$ cat config.mk
export PLATFORM = sky130hd
export DESIGN_NAME = cpu_jogada
export DESIGN_NICKNAME = d
export VERILOG_FILES = /design/src/rtl/cpu_jogada.sv
export SDC_FILE = /design/constraint.sdc
export NUM_CORES = 1
export LEC_CHECK = 0
export BUFFER_PORTS_ARGS = -buffer_cell sky130_fd_sc_hd__buf_4
export CORE_ASPECT_RATIO = 0.7
export CORE_MARGIN = 1.5
export CORE_UTILIZATION = 35
export DETAILED_ROUTE_END_ITERATION = 8
export GPL_TIMING_DRIVEN = 0
export SLEW_MARGIN = 30
export SYNTH_ARGS = -nofsm -noshare
export SYNTH_HDL_FRONTEND = slang
export SYNTH_SLANG_ARGS = --single-unit
$ cat constraint.sdc
create_clock -name clock -period 4.97 [get_ports clock]
set_clock_uncertainty 0.15 [all_clocks]
set_input_delay 0.7455 -clock clock [delete_from_list [all_inputs] [get_ports clock]]
set_output_delay 0.7455 -clock clock [all_outputs]
set_load 0.1 [all_outputs]
$ cat src/rtl/cpu_jogada.sv
// cpu_jogada -- CPU opponent move generator for the tic-tac-toe game core.
//
// On a request the board is captured, then the eight lines are scanned one
// per clock for a CPU win. If CPU_BLOCK_EN is defined, a second scan looks
// for a Player line to block. Failing both, the first empty cell in the
// order 4,0,2,6,8,1,3,5,7 is taken. The move comes out with a one-cycle
// valid pulse, or sem_jogada pulses if the board has no empty cell.
//
// Optional feature macro: CPU_BLOCK_EN (enables the Player-block scan).
//
// Ports:
//   clock      in   rising-edge clock
//   reset      in   asynchronous active-high reset
//   pedido     in   move request, sampled only in IDLE
//   tabuleiro  in   18-bit board, cell i at [2i+1:2i]
//                   (0 Player, 1 CPU, 2 empty, 3 invalid)
//   jogada     out  chosen cell 0..8, 4'hF before any result; held
//   valida     out  one-cycle pulse, jogada valid
//   sem_jogada out  one-cycle pulse, no empty cell on the board
//   ocupado    out  high whenever the FSM is not in IDLE

module cpu_jogada (
    input  logic        clock,
    input  logic        reset,
    input  logic        pedido,
    input  logic [17:0] tabuleiro,
    output logic [3:0]  jogada,
    output logic        valida,
    output logic        sem_jogada,
    output logic        ocupado
);

    localparam logic [1:0] CELL_PLAYER = 2'd0;
    localparam logic [1:0] CELL_CPU    = 2'd1;
    localparam logic [1:0] CELL_EMPTY  = 2'd2;

    // Fallback preference, entry 0 first: 4,0,2,6,8,1,3,5,7
    localparam logic [35:0] PICK_ORDER =
        {4'd7, 4'd5, 4'd3, 4'd1, 4'd8, 4'd6, 4'd2, 4'd0, 4'd4};

    typedef enum logic [2:0] {
        IDLE       = 3'd0,
        SCAN_WIN   = 3'd1,
`ifdef CPU_BLOCK_EN
        SCAN_BLOCK = 3'd2,
`endif
        PICK       = 3'd3,
        DONE       = 3'd4
    } state_t;

    state_t      state, state_nxt;
    logic [17:0] snap;
    logic [2:0]  k;

    // Cell indices of line k: rows, columns, then the two diagonals.
    function automatic logic [11:0] line_cells(input logic [2:0] idx);
        case (idx)
            3'd0:    line_cells = {4'd0, 4'd1, 4'd2};
            3'd1:    line_cells = {4'd3, 4'd4, 4'd5};
            3'd2:    line_cells = {4'd6, 4'd7, 4'd8};
            3'd3:    line_cells = {4'd0, 4'd3, 4'd6};
            3'd4:    line_cells = {4'd1, 4'd4, 4'd7};
            3'd5:    line_cells = {4'd2, 4'd5, 4'd8};
            3'd6:    line_cells = {4'd0, 4'd4, 4'd8};
            default: line_cells = {4'd2, 4'd4, 4'd6};
        endcase
    endfunction

    function automatic logic [1:0] cell_of(input logic [17:0] b, input logic [3:0] idx);
        cell_of = b[{idx, 1'b0} +: 2];
    endfunction

    // ---------------- line evaluation ----------------
    logic [3:0] ca, cb, cc;
    logic [1:0] va, vb, vc;
    logic [1:0] target;
    logic [1:0] n_tgt, n_emp;
    logic       scan_state;
    logic       hit;
    logic [3:0] hit_idx;

    assign {ca, cb, cc} = line_cells(k);
    assign va = cell_of(snap, ca);
    assign vb = cell_of(snap, cb);
    assign vc = cell_of(snap, cc);

`ifdef CPU_BLOCK_EN
    assign scan_state = (state == SCAN_WIN) || (state == SCAN_BLOCK);
`else
    assign scan_state = (state == SCAN_WIN);
`endif
    assign target = (state == SCAN_WIN) ? CELL_CPU : CELL_PLAYER;

    // Invalid cells (3) match neither side nor empty, so they spoil a line.
    assign n_tgt = {1'b0, va == target} + {1'b0, vb == target} + {1'b0, vc == target};
    assign n_emp = {1'b0, va == CELL_EMPTY} + {1'b0, vb == CELL_EMPTY} + {1'b0, vc == CELL_EMPTY};
    assign hit   = scan_state && (n_tgt == 2'd2) && (n_emp == 2'd1);
    assign hit_idx = (va == CELL_EMPTY) ? ca : ((vb == CELL_EMPTY) ? cb : cc);

    // ---------------- fallback pick ----------------
    logic       pick_found;
    logic [3:0] pick_idx;

    // Walk the preference list backwards so the earliest empty entry wins.
    always_comb begin
        pick_found = 1'b0;
        pick_idx   = 4'hF;
        for (int i = 8; i >= 0; i--) begin
            if (cell_of(snap, PICK_ORDER[4*i +: 4]) == CELL_EMPTY) begin
                pick_found = 1'b1;
                pick_idx   = PICK_ORDER[4*i +: 4];
            end
        end
    end

    // ---------------- FSM: state register ----------------
    always_ff @(posedge clock or posedge reset) begin
        if (reset) state <= IDLE;
        else       state <= state_nxt;
    end

    // ---------------- FSM: next state ----------------
    always_comb begin
        state_nxt = state;
        case (state)
            IDLE:       if (pedido) state_nxt = SCAN_WIN;
            SCAN_WIN: begin
                if (hit)            state_nxt = DONE;
`ifdef CPU_BLOCK_EN
                else if (k == 3'd7) state_nxt = SCAN_BLOCK;
`else
                else if (k == 3'd7) state_nxt = PICK;
`endif
            end
`ifdef CPU_BLOCK_EN
            SCAN_BLOCK: begin
                if (hit)            state_nxt = DONE;
                else if (k == 3'd7) state_nxt = PICK;
            end
`endif
            PICK:       state_nxt = DONE;
            DONE:       state_nxt = IDLE;
            default:    state_nxt = IDLE;
        endcase
    end

    // ---------------- FSM: outputs / result decode ----------------
    logic       load_res;
    logic       set_sem;
    logic [3:0] res_idx;

    always_comb begin
        ocupado  = (state != IDLE);
        load_res = 1'b0;
        set_sem  = 1'b0;
        res_idx  = hit_idx;
        if (hit) begin
            load_res = 1'b1;
        end else if (state == PICK) begin
            load_res = pick_found;
            set_sem  = !pick_found;
            res_idx  = pick_idx;
        end
    end

    // ---------------- datapath ----------------
    always_ff @(posedge clock or posedge reset) begin
        if (reset) begin
            snap       <= 18'h2AAAA;
            k          <= 3'd0;
            jogada     <= 4'hF;
            valida     <= 1'b0;
            sem_jogada <= 1'b0;
        end else begin
            // Pulses are high only in DONE: set on the result edge, cleared after.
            valida     <= load_res;
            sem_jogada <= set_sem;
            if (load_res) jogada <= res_idx;

            if (state == IDLE && pedido) begin
                snap <= tabuleiro;
                k    <= 3'd0;
            end else if (scan_state && !hit) begin
                k <= k + 3'd1;    // 7 wraps to 0 for the next scan pass
            end
        end
    end

endmodule

==> impl_metrics.tcl <==
set metrics [dict create \
    tns_ps 0 \
    hp-class "flip-flop to flip-flop" \
    hold_viol 0 \
    grt_start_max_net_pins 31 \
    post_cts_buffers 0 \
    syn_area_per_cell_sq_um 9.648 \
    vias 1745 \
    path_cells "ha_1 -> ha_1 -> nor4_1 -> a211o_2 -> a211oi_1 -> o22ai_2 -> xnor2_1 -> and2_1 -> fa_1 -> nor4bb_2 -> nand2_1 -> nand4b_1 -> inv_1 -> a21oi_2 -> nor2_1 -> a311oi_1" \
    cts-root-buf "clkbuf_8" \
    end_kind "flip-flop" \
    drt_pass1_iterations 4 \
    worstMarginPinSlew_ps 717.6 \
    clock_sink_count 30 \
    fin_crit_ps 4575 \
    startpoint_type "flip-flop" \
    gp_congestion 0.8874 \
    drtIter0Drc 127 \
    detail_route.wl_per_cell_um 15.22 \
    synthCells 218 \
    crit_type "flip-flop to flip-flop" \
    ant_nets 0 \
    die_h_um 67.86 \
    numCtsBuffers 5 \
    grt_usage 0.1716 \
    grt_pass1_vias 1649 \
    setup_violations 0 \
    area_growth_pct 19.10 \
    fin_ws_ps 394.8 \
    portBuffers 27 \
    dieArea_sq_mm 0.006491 \
    dpl_cell_area_sq_mm 0.002400 \
    drcViolationCount 0 \
    maxCapViolations 0 \
    cts_tree "built" \
    critPathMaxFanout 7 \
    slowest_stage "nor4_1" \
    fp-row-count 23 \
    clk_transition_reported_paths_ps 70 \
    grt_pass1_wl_mm 8.183 \
    synth_ff_type "dfrtp_1" \
    async_flop_share 1.000 \
    coreArea_sq_mm 0.005756 \
    ctsHoldBuffers 0 \
    nFillCells 597 \
    timing.fmax_mhz 218.6 \
    crit_top_cell "ha_1" \
    htree_levels 2 \
    final_area_sq_mm 0.002505 \
    synthesis.nets 247 \
    synth_sequential_area_ratio 0.3647 \
    critical_path.max_stage_delay_ps 470 \
    outcome "finished clean" \
    clock_path_buffers 2 \
    synth_cell_types 55 \
    cts.repair.resized 0 \
    drive_gt1_frac 0.3162 \
    synth_edf_count 0 \
    start_util 0.3654 \
    pin_count 28 \
    viasPerCell 5.320 \
    synth_seq_cells 30 \
    nets 281 \
    relSlewSlack 0.5201 \
    cp.arrival_ps 4630 \
    finalCritPeriodShare 0.9206 \
    ys_warn_count 0 \
    whs_ps 363.5 \
    grt_setup_unrepaired "false" \
    hpwl_mm 3.940 \
    die_x_um 95.66 \
    dp_worst_setup_slack_ps 238.8 \
    drv_slew 0 \
    antenna_cells 0 \
    clock_latency_ps 290 \
    reg2reg_slack_ps 390 \
    crit_required_ps 5020 \
    antenna_found_initial 0 \
    synth_area_sq_mm 0.002103 \
    wirelength_mm 4.993 \
    overflow 0 \
]
per-layer routing:
metal	wire, um	vias up	global-route usage
met5	0	-	0
met4	53	0	0.05515
met3	315	7	0.04222
met2	2016	57	0.2377
met1	2608	826	0.2585
li1	-	855	-
synthesized netlist by cell type, types with 3 or more instances:
cell type / number / area [sq um]
o21ai_0: 13 / 65.06
mux2_2: 13 / 146.4
clkbuf_1: 4 / 15.01
mux2i_1: 15 / 150.1
a21oi_1: 14 / 70.07
a211oi_1: 3 / 22.52
ha_1: 6 / 75.07
and2_1: 3 / 18.77
a2111oi_0: 3 / 26.28
nor2_1: 16 / 60.06
nor3_1: 5 / 25.02
dfrtp_1: 17 / 425.4
nor2b_1: 10 / 62.56
nand2_1: 14 / 52.55
inv_1: 14 / 52.55
nand2b_1: 4 / 25.02
o21ai_1: 3 / 15.01
dfstp_2: 13 / 341.6
worst paths after layout:
check                      cells after the start  startpoint        end
max                                           16        k[0]  jogada[0]
min                                            2   jogada[0]  jogada[0]
max reg2reg                                   16        k[0]  jogada[0]
min reg2reg                                    2   jogada[0]  jogada[0]
max in group asynchronous                      2       reset       k[1]
min in group asynchronous                      2       reset    snap[4]
kinds of logic after synthesis:
logic type / count (synthesis) / synth area share
mux: 30 / 0.1624
fa+ha+maj: 8 / 0.05473
flops: 30 / 0.3647
buf+inv: 22 / 0.04997
compound gates: 55 / 0.1719
simple gates: 70 / 0.1838
xor+xnor: 3 / 0.01249
sequential cells by signal, indices dropped and copies added (netlist names):
signal,count
valida,1
snap,18
sem_jogada,1
jogada,4
state,3
k,3
final cells by class:
type                    instances  area, sq um  share of cell area
multi-input cells             166         1241              0.4955
clock inverters                 2        12.51            0.004995
repair buffers                 27        202.7             0.08092
well taps                      75        93.84             0.03746
inverters                      14        52.55             0.02098
flip-flops and latches         30        767.0              0.3062
plain buffers                   8        52.55             0.02098
clock buffers                   6        82.58             0.03297
through the flow:
step / util / std cells
final: 0.4352 / 328
after floorplan: - / 218
after global placement: 0.4170 / 320
after detailed placement: 0.4170 / 320
after global routing: 0.4352 / 328
after CTS: 0.4335 / 328
cells in the final DEF, fill, tap and decap left out, drive strengths merged, types with 2 or more instances in the layout:
cell type / n
ha: 6
dfstp: 13
fa: 2
xnor2: 2
mux2i: 16
nor3: 5
nand2b: 4
clkbuf: 10
nor4: 3
dfrtp: 17
a21o: 2
nand2: 14
a21oi: 14
nor2: 17
o21ba: 2
a2111oi: 3
or2: 2
inv: 14
nor2b: 11
a211oi: 3
o21a: 2
mux2: 13
a211o: 2
and2: 3
o31ai: 2
o22ai: 3
and3: 2
buf: 31
o21ai: 17
worst max-delay path: cells and delay by family, from the launching register on:
family / cells / cell delay (ps)
AO/OA/AOI/OAI: 5 / 1190
AND/OR/NAND/NOR: 6 / 1460
buffers and inverters: 1 / 70
adder cells (fa/ha/maj): 3 / 1020
XOR/XNOR: 1 / 160
flip-flops: 1 / 430
Power is left out: the tool's default activity adds up to more than one toggle a clock period on the data nets, which glitch-free logic cannot reach.
